<file path="config.mk">
export PLATFORM = sky130hd
export DESIGN_NAME = dircc_avalon_st_packet_source
export DESIGN_NICKNAME = d
export VERILOG_FILES = /design/src/rtl/dircc_avalon_st_packet_source.sv
export SDC_FILE = /design/constraint.sdc
export NUM_CORES = 1
export LEC_CHECK = 0
export CORE_MARGIN = 4
export CORE_UTILIZATION = 50
export DETAILED_ROUTE_END_ITERATION = 16
export PLACE_DENSITY = 0.81
export RECOVER_POWER = 50
export SKIP_LAST_GASP = 1
export SLEW_MARGIN = 30
export SYNTH_ARGS = -nofsm -noshare
export SYNTH_HDL_FRONTEND = slang
export SYNTH_SLANG_ARGS = --single-unit
</file>
<file path="constraint.sdc">
create_clock -name clk -period 7.8 [get_ports clk]
set_input_delay 0.78 -clock clk [delete_from_list [all_inputs] [get_ports clk]]
set_output_delay 0.78 -clock clk [all_outputs]
set_load 0.1 [all_outputs]
</file>
<file path="src/rtl/dircc_avalon_st_packet_source.sv">
// Avalon-ST packet source with a 16-bit Avalon-MM control slave.
// It emits deterministic packets. Beat k carries {BASE, k} in the low 32 bits.
// Ports:
//   clk, reset            - clock and synchronous active-high reset
//   data/empty/sop/eop/valid, ready - Avalon-ST source (ready latency 0)
//   address/writedata/write_n/read_n/readdata - control slave, 1-cycle reads
module dircc_avalon_st_packet_source #(
  parameter int unsigned DATA_WIDTH = 32
) (
  input  logic                  clk,
  input  logic                  reset,
  output logic [DATA_WIDTH-1:0] data,
  output logic [1:0]            empty,
  output logic                  endofpacket,
  output logic                  startofpacket,
  output logic                  valid,
  input  logic                  ready,
  input  logic [1:0]            address,
  input  logic [15:0]           writedata,
  input  logic                  write_n,
  input  logic                  read_n,
  output logic [15:0]           readdata
);

  localparam int unsigned CNT_W = 8;

  typedef enum logic {ST_IDLE, ST_SEND} state_t;

  state_t state_q, state_d;

  // programmed configuration and working copies latched on start
  logic [CNT_W-1:0] length_q, length_d;
  logic [15:0]      base_q, base_d;
  logic [1:0]       shape_empty_q, shape_empty_d;
  logic [CNT_W-1:0] shape_pkts_q, shape_pkts_d;
  logic [CNT_W-1:0] w_len_q, w_len_d;
  logic [15:0]      w_base_q, w_base_d;
  logic [1:0]       w_empty_q, w_empty_d;
  logic [CNT_W-1:0] w_pkts_q, w_pkts_d;

  logic [CNT_W-1:0] beat_q, beat_d;
  logic [CNT_W-1:0] pkt_q, pkt_d;
  logic [CNT_W-1:0] cnt_q, cnt_d;
  logic             done_q, done_d;
  logic             stop_q, stop_d;

  logic [DATA_WIDTH-1:0] data_q, data_d;
  logic [1:0]            empty_q, empty_d;
  logic                  sop_q, sop_d;
  logic                  eop_q, eop_d;
  logic                  valid_q, valid_d;
  logic [15:0]           readdata_q, readdata_d;

  logic             wr, rd, start_wr, stop_wr, busy, xfer, last_beat;
  logic [CNT_W-1:0] pkt_next;

  assign wr        = !write_n;
  assign rd        = !read_n;
  assign start_wr  = wr && (address == 2'd0) && writedata[0];
  assign stop_wr   = wr && (address == 2'd0) && writedata[1];
  assign busy      = (state_q == ST_SEND);
  assign xfer      = valid_q && ready;
  assign last_beat = (beat_q == CNT_W'(w_len_q - CNT_W'(1)));
  assign pkt_next  = CNT_W'(pkt_q + CNT_W'(1));

  // state register
  always_ff @(posedge clk) begin
    if (reset) state_q <= ST_IDLE;
    else       state_q <= state_d;
  end

  // next-state, register file and packet sequencing
  always_comb begin
    state_d       = state_q;
    length_d      = length_q;
    base_d        = base_q;
    shape_empty_d = shape_empty_q;
    shape_pkts_d  = shape_pkts_q;
    w_len_d       = w_len_q;
    w_base_d      = w_base_q;
    w_empty_d     = w_empty_q;
    w_pkts_d      = w_pkts_q;
    beat_d        = beat_q;
    pkt_d         = pkt_q;
    cnt_d         = cnt_q;
    done_d        = done_q;
    stop_d        = stop_q;
    readdata_d    = readdata_q;

    // readdata captures pre-write state; a status read clears done
    if (rd) begin
      case (address)
        2'd0: begin
          readdata_d = {busy, done_q, 6'b0, cnt_q};
          done_d     = 1'b0;
        end
        2'd1:    readdata_d = {8'h00, length_q};
        2'd2:    readdata_d = base_q;
        default: readdata_d = {shape_pkts_q, 6'b0, shape_empty_q};
      endcase
    end

    case (state_q)
      ST_IDLE: begin
        if (wr) begin
          case (address)
            2'd1: length_d = writedata[7:0];
            2'd2: base_d   = writedata;
            2'd3: begin
              shape_empty_d = writedata[1:0];
              shape_pkts_d  = writedata[15:8];
            end
            default: ;
          endcase
        end
        if (start_wr) begin
          state_d   = ST_SEND;
          w_len_d   = (length_q == '0) ? CNT_W'(1) : length_q;
          w_base_d  = base_q;
          w_empty_d = shape_empty_q;
          w_pkts_d  = (shape_pkts_q == '0) ? CNT_W'(1) : shape_pkts_q;
          done_d    = 1'b0;
          beat_d    = '0;
          pkt_d     = '0;
          stop_d    = 1'b0;
        end
      end
      default: begin
        if (stop_wr) stop_d = 1'b1;
        if (xfer) begin
          if (last_beat) begin
            cnt_d = CNT_W'(cnt_q + CNT_W'(1));
            pkt_d = pkt_next;
            // a stop written in this very cycle also ends the burst
            if ((pkt_next < w_pkts_q) && !(stop_q || stop_wr)) begin
              beat_d = '0;
            end else begin
              state_d = ST_IDLE;
              done_d  = 1'b1;
              stop_d  = 1'b0;
            end
          end else begin
            beat_d = CNT_W'(beat_q + CNT_W'(1));
          end
        end
      end
    endcase
  end

  // stream outputs derived from the next beat so they are registered
  always_comb begin
    valid_d = (state_d == ST_SEND);
    sop_d   = valid_d && (beat_d == '0);
    eop_d   = valid_d && (beat_d == CNT_W'(w_len_d - CNT_W'(1)));
    empty_d = eop_d ? w_empty_d : 2'b00;
    data_d  = '0;
    if (valid_d) begin
      data_d[31:16] = w_base_d;
      data_d[15:0]  = 16'(beat_d);
    end
  end

  // datapath and output registers
  always_ff @(posedge clk) begin
    if (reset) begin
      length_q      <= CNT_W'(1);
      base_q        <= '0;
      shape_empty_q <= '0;
      shape_pkts_q  <= '0;
      w_len_q       <= CNT_W'(1);
      w_base_q      <= '0;
      w_empty_q     <= '0;
      w_pkts_q      <= CNT_W'(1);
      beat_q        <= '0;
      pkt_q         <= '0;
      cnt_q         <= '0;
      done_q        <= 1'b0;
      stop_q        <= 1'b0;
      data_q        <= '0;
      empty_q       <= '0;
      sop_q         <= 1'b0;
      eop_q         <= 1'b0;
      valid_q       <= 1'b0;
      readdata_q    <= '0;
    end else begin
      length_q      <= length_d;
      base_q        <= base_d;
      shape_empty_q <= shape_empty_d;
      shape_pkts_q  <= shape_pkts_d;
      w_len_q       <= w_len_d;
      w_base_q      <= w_base_d;
      w_empty_q     <= w_empty_d;
      w_pkts_q      <= w_pkts_d;
      beat_q        <= beat_d;
      pkt_q         <= pkt_d;
      cnt_q         <= cnt_d;
      done_q        <= done_d;
      stop_q        <= stop_d;
      data_q        <= data_d;
      empty_q       <= empty_d;
      sop_q         <= sop_d;
      eop_q         <= eop_d;
      valid_q       <= valid_d;
      readdata_q    <= readdata_d;
    end
  end

  assign data          = data_q;
  assign empty         = empty_q;
  assign startofpacket = sop_q;
  assign endofpacket   = eop_q;
  assign valid         = valid_q;
  assign readdata      = readdata_q;

endmodule

</file>
After elaboration in Yosys (flattened, before gate mapping)
Cells that the tools add are included.
Operators by class
  reductions and logical operators: 23
  equal/unequal tests: 7
  multipliers: 0
  order comparisons: 1
  shift-type cells: 0
  mux-type cells: 36
  bitwise gates (word level): 4
  divide/modulo/power cells: 0
  $add $sub $neg: 5
Operators with widths (number)
  two-way mux 8 bit: 13
  one-hot mux 16 bit (3 select lines): 1
  two-way mux 16 bit: 2
  adder 8 x 1 -> 8 bit (second input constant): 3
  logical NOT 8 bit: 3
  two-way mux 1 bit: 18
  equality test 8 bit: 2
  subtractor 8 x 1 -> 8 bit (second input constant): 2
  AND reduction 3 bit: 5
  < comparator 8 bit: 1
  logical AND 1 bit: 7
  equality test 2 bit (second input constant): 2
  two-way mux 2 bit: 2
  != test 2 x 1 -> 1 bit (second input constant): 2
  NOT 1 bit: 4
  OR reduction 2 bit: 2
  equality test 2 x 1 -> 1 bit (second input constant): 1
  logical NOT 1 bit: 2
  logical NOT 2 bit: 1
  AND reduction 2 bit: 1
  nonzero test 2 bit: 1
  logical OR 1 bit: 1
Word-level totals
  bits in latches: 0
  bits in writable memories: 0
  bits in registers: 147
  bits of input ports: 23
  word-level logic and storage cells: 96
  memories: 0
  ROM bits: 0
  output and inout bits: 53

Depth between registers and ports, before layout
  depth in word-level cells: 14
  mapped depth: 16
  gate-level depth less buffers: 14

Least setup slack after synthesis
Ideal clock, no wire load.
  kind: input port to flip-flop
  from: in address[0]
  to: reg empty_q[0] (netlist: empty[0])
  arrival: 3.587 ns
  setup slack: 4.121 ns
  data required time: 7.708 ns
  cell stages on the path: 16
  buffers on the path: 2
  library setup time: 0.092 ns
  cells stage by stage: buf_6 or4b_4 nor2_2 clkbuf_8 nor2_1 a21oi_1 ha_1 xnor2_1 o21ai_0 a21oi_1 a21oi_1 a221oi_2 o311ai_1 nor4_2 o2111ai_2 nor4_1
Between the ends
  word-level cells in the longest chain between the ends: 14
  elaborated cells on any way between the ends: 26
  classes of those cells: add/sub (1); eq/ne (1); mux (14); bitwise (1); reduce/logical (9)
Ends and longest elaborated chain
  from (decl): line 18  | input logic [1:0] address,
  logical NOT 2 bit *: line 59, 60
  logical AND 1 bit *: line 59, 60
  parallel branches: the longest is 12 deep, another holds subtractor 8 x 1 -> 8 bit
  to (signal assigned): line 200  | empty_q <= empty_d;
  to (decl): line 48  | logic [1:0] empty_q, empty_d;
Every way passes the cells marked *.
A chain may end at the register's enable or synchronous reset.

Worst setup path in the final report
  from: in address[1]
  to: reg empty_q[1] (netlist: empty[1])
The elaborated chain is that of the path after synthesis.

==> flow_metrics.env <==
export IMPL_violations="capacitance limit, slew limit"
export IMPL_cts_max_path_buffers=2
export IMPL_drv_slew=49
export IMPL_clock_latency_ns=0.42
export IMPL_synth_yosys_seq_area_share_pct=42.7
export IMPL_drive_above_1_share_pct=9.43
export IMPL_hold_class="reg2reg"
export IMPL_yosysTopAreaCell="dfxtp_1"
export IMPL_fin_util_pct=61.1
export IMPL_worstSetupPathType="in2reg"
export IMPL_synth_ff_type="dfxtp_1"
export IMPL_busiest_layer="met2"
export IMPL_drc=0
export IMPL_whs_path_depth=2
export IMPL_clk_pin_slew_ns=0.06
export IMPL_grtUsageTotal_pct=22.4
export IMPL_place_congestion=0.891
export IMPL_num_antenna_cells=0
export IMPL_met1_usage_pct=29.9
export IMPL_async_flop_share_pct=0
export IMPL_tightest_slew_ns=2.90
export IMPL_antenna_found_initial=0
export IMPL_cp_data_required_time_ns=8.12
export IMPL_hold_path_end="w_pkts_q[3]$_SDFFE_PP0P_"
export IMPL_fin_cells=999
export IMPL_dp_cells=967
export IMPL_cts_max_level=4
export IMPL_grt_start_max_net_pins=111
export IMPL_hold_viol_final=0
export IMPL_ff2ff_path_depth=10
export IMPL_arrival_ns=5.89
export IMPL_grt_use_met2_pct=36.2
export IMPL_rr_endpoint="empty[1]$_SDFF_PP0_"
export IMPL_place_hpwl_um=11100
export IMPL_initial_core_util_pct=51.4
export IMPL_slowest_delay_ns=2.04
export IMPL_ys_warn_count=0
export IMPL_area_delta_synth_final_pct=18.7
export IMPL_core_area_mm2=0.0127
export IMPL_die_width_um=122
export IMPL_rsz0062_at_grt="no"
export IMPL_finalSetupViolations=0
export IMPL_dr_total_vias=5654
export IMPL_viasPerCell=5.66
export IMPL_nets=849
export IMPL_power_leakage_nw=3.17
export IMPL_syn_inst=769
export IMPL_path_cells="dlygate4sd3_1, nor4b_1, nand2_2, clkbuf_1, nand2_1, a21boi_0, nand3b_1, a211o_1, o211ai_2, mux2i_1, nor4_1"
export IMPL_synth_most_common_cell="dfxtp_1"
export IMPL_cts_tree="done"
export IMPL_finClkSkew_ns=0.00801
export IMPL_slowest_stage="clkbuf_1"
export IMPL_cts_setup_buffers=0
export IMPL_first_iter_violations=532
export IMPL_yosys_top_cells_area="dfxtp_1 (43%), nand2_1 (7.0%), nor2_1 (6.9%)"
export IMPL_ioPinCount=76
export IMPL_status="finished with violations"
export IMPL_ant_nets=0
export IMPL_maxCapViolations=1
export IMPL_power_per_cell_area_mw_per_mm2=220
export IMPL_dr_pass1_iters=5
export IMPL_die_h_um=122
export IMPL_globalRoute_totalOverflow=0
export IMPL_preCtsSetupSlack_ns=2.27
export IMPL_min_period_ns=5.56
export IMPL_yosys_top_cells_count="dfxtp_1 (139), nand2_1 (121), nor2_1 (120), a21oi_1 (77), mux2i_1 (32)"
export IMPL_critical_path_max_fanout=48
export IMPL_post_route_period_util_pct=71.3
export IMPL_port_buffers=67
export IMPL_wirelength_um=16400
export IMPL_rrSetupSlack_ns=3.13
export IMPL_grt_pass1_wl_um=26200
export IMPL_hp_start="w_pkts_q[3]$_SDFFE_PP0P_"
export IMPL_gr_usage_met3_pct=5.15
export IMPL_numCtsBuffers=17
export IMPL_synth_distinct_cells=82
export IMPL_cts_root_buf="clkbuf_16"
export IMPL_cts_sinks=139
export IMPL_r2r_start="valid$_SDFF_PP0_"
export IMPL_ys_seq_elements=139
export IMPL_synth_area_mm2=0.00652
export IMPL_grt_pass1_vias=5233
export IMPL_ctsHoldBuffers=0
export IMPL_end_kind="register"
export IMPL_num_rows=41
export IMPL_synth_top_area_share_pct=42.7
export IMPL_synth_edf_count=0
export IMPL_vdd_drop_max_mv=0.153
export IMPL_fmax_mhz=180
export IMPL_worst_slack_ns=2.24
export IMPL_postSynthAreaPerCell_um2=8.48
export IMPL_setup_tns_ns=0
export IMPL_die_area_mm2=0.0149
export IMPL_slew_headroom_pct=-93.3
export IMPL_crit_start="address[1]"
export IMPL_fillCellCount=1095
export IMPL_cts_resized=0
export IMPL_crit_path_start_kind="input pin"
export IMPL_routedWlPerCell_um=16.4
==> registers in the layout, indices dropped and copies added (netlist names), 8 cells and up <==
signal,count
base_q,16
beat_q,8
cnt_q,8
data,24
length_q,8
pkt_q,8
readdata,16
shape_pkts_q,8
w_base_q,16
w_len_q,8
w_pkts_q,8
==> per-stage QoR <==
step / hold WS (ns) / total power, mW / area (um^2)
2_1_floorplan: 0.436 / 0.862 / 6540
3_3_place_gp: 0.442 / 0.894 / 7160
3_5_place_dp: 0.447 / 0.895 / 7160
4_1_cts: 0.455 / 1.71 / 7760
5_1_grt: 0.483 / 1.75 / 7740
6_report: 0.456 / 1.70 / 7740
==> cells in the final DEF (no fill, tap or decap), types with 3 or more instances in the layout <==
master,n
buf_4,3
nor4_1,6
inv_1,16
o211ai_2,3
a211o_1,5
a21oi_1,77
clkbuf_1,4
clkdlybuf4s50_1,20
a22oi_1,7
or2_2,3
a31oi_1,4
mux2_2,6
and2_1,3
conb_1,8
nand3b_1,7
bufinv_16,3
xnor2_1,15
dfxtp_1,139
nor2_1,120
and3_1,7
o21ai_0,14
o211ai_1,3
nand2_1,120
nor3b_1,3
dlygate4sd3_1,45
nor4b_1,3
nor3_1,13
clkinv_2,4
nand4_1,5
nand3_1,13
xor2_1,15
clkbuf_16,17
nand2b_1,3
mux2i_1,32
nand2_2,3
ha_1,12
==> power by group <==
group          switching, mW  total (mW)  internal, mW  leakage [nW]
combinational          0.105       0.147        0.0419          1.76
clock                  0.300       0.818         0.518         0.293
sequential            0.0120       0.733         0.721          1.12
total                  0.417        1.70          1.28          3.17
==> final cells by class <==
type | instances | area (um^2) | area share, %
multi-input cells | 568 | 3380 | 43.7
flip-flops and latches | 139 | 2780 | 36.0
repair buffers | 72 | 697 | 9.01
clock buffers | 21 | 460 | 5.95
well taps | 172 | 215 | 2.78
clock inverters | 11 | 143 | 1.84
inverters | 16 | 60.1 | 0.776
==> worst max path at each step <==
stage | to | slack (ns)
2_1_floorplan | empty[0]$_SDFF_PP0_ | 4.12
3_3_place_gp | empty[0]$_SDFF_PP0_ | 2.46
3_5_place_dp | empty[0]$_SDFF_PP0_ | 2.27
4_1_cts | empty[1]$_SDFF_PP0_ | 2.68
5_1_grt | empty[0]$_SDFF_PP0_ | 1.90
6_report | empty[1]$_SDFF_PP0_ | 2.24
==> worst max-delay path: cells and delay by family <==
kind / cells / cell delay, ns
buffers and inverters: 2 / 3.23
AND/OR/NAND/NOR: 5 / 0.83
AO/OA/AOI/OAI: 3 / 0.89
multiplexers: 1 / 0.12
==> routing by layer <==
layer	up-vias	share of wire, %
met1	2655	43
met2	250	47
met4	0	1.4
met3	26	8.2
li1	2723	-
met5	-	0
==> logic make-up (layout without fill, tap and decap cells) <==
logic type      Yosys count  after routing  share of synthesized area, %
simple gates            332            332                          23.7
compound gates          146            146                          14.8
flops                   139            139                          42.7
buf+inv                  69            120                          5.76
mux                      40             40                          6.64
xor+xnor                 30             30                          4.03
fa+ha+maj                12             12                          2.30
other cells               1              8                        0.0575
Power figures use the tool's default switching activity.
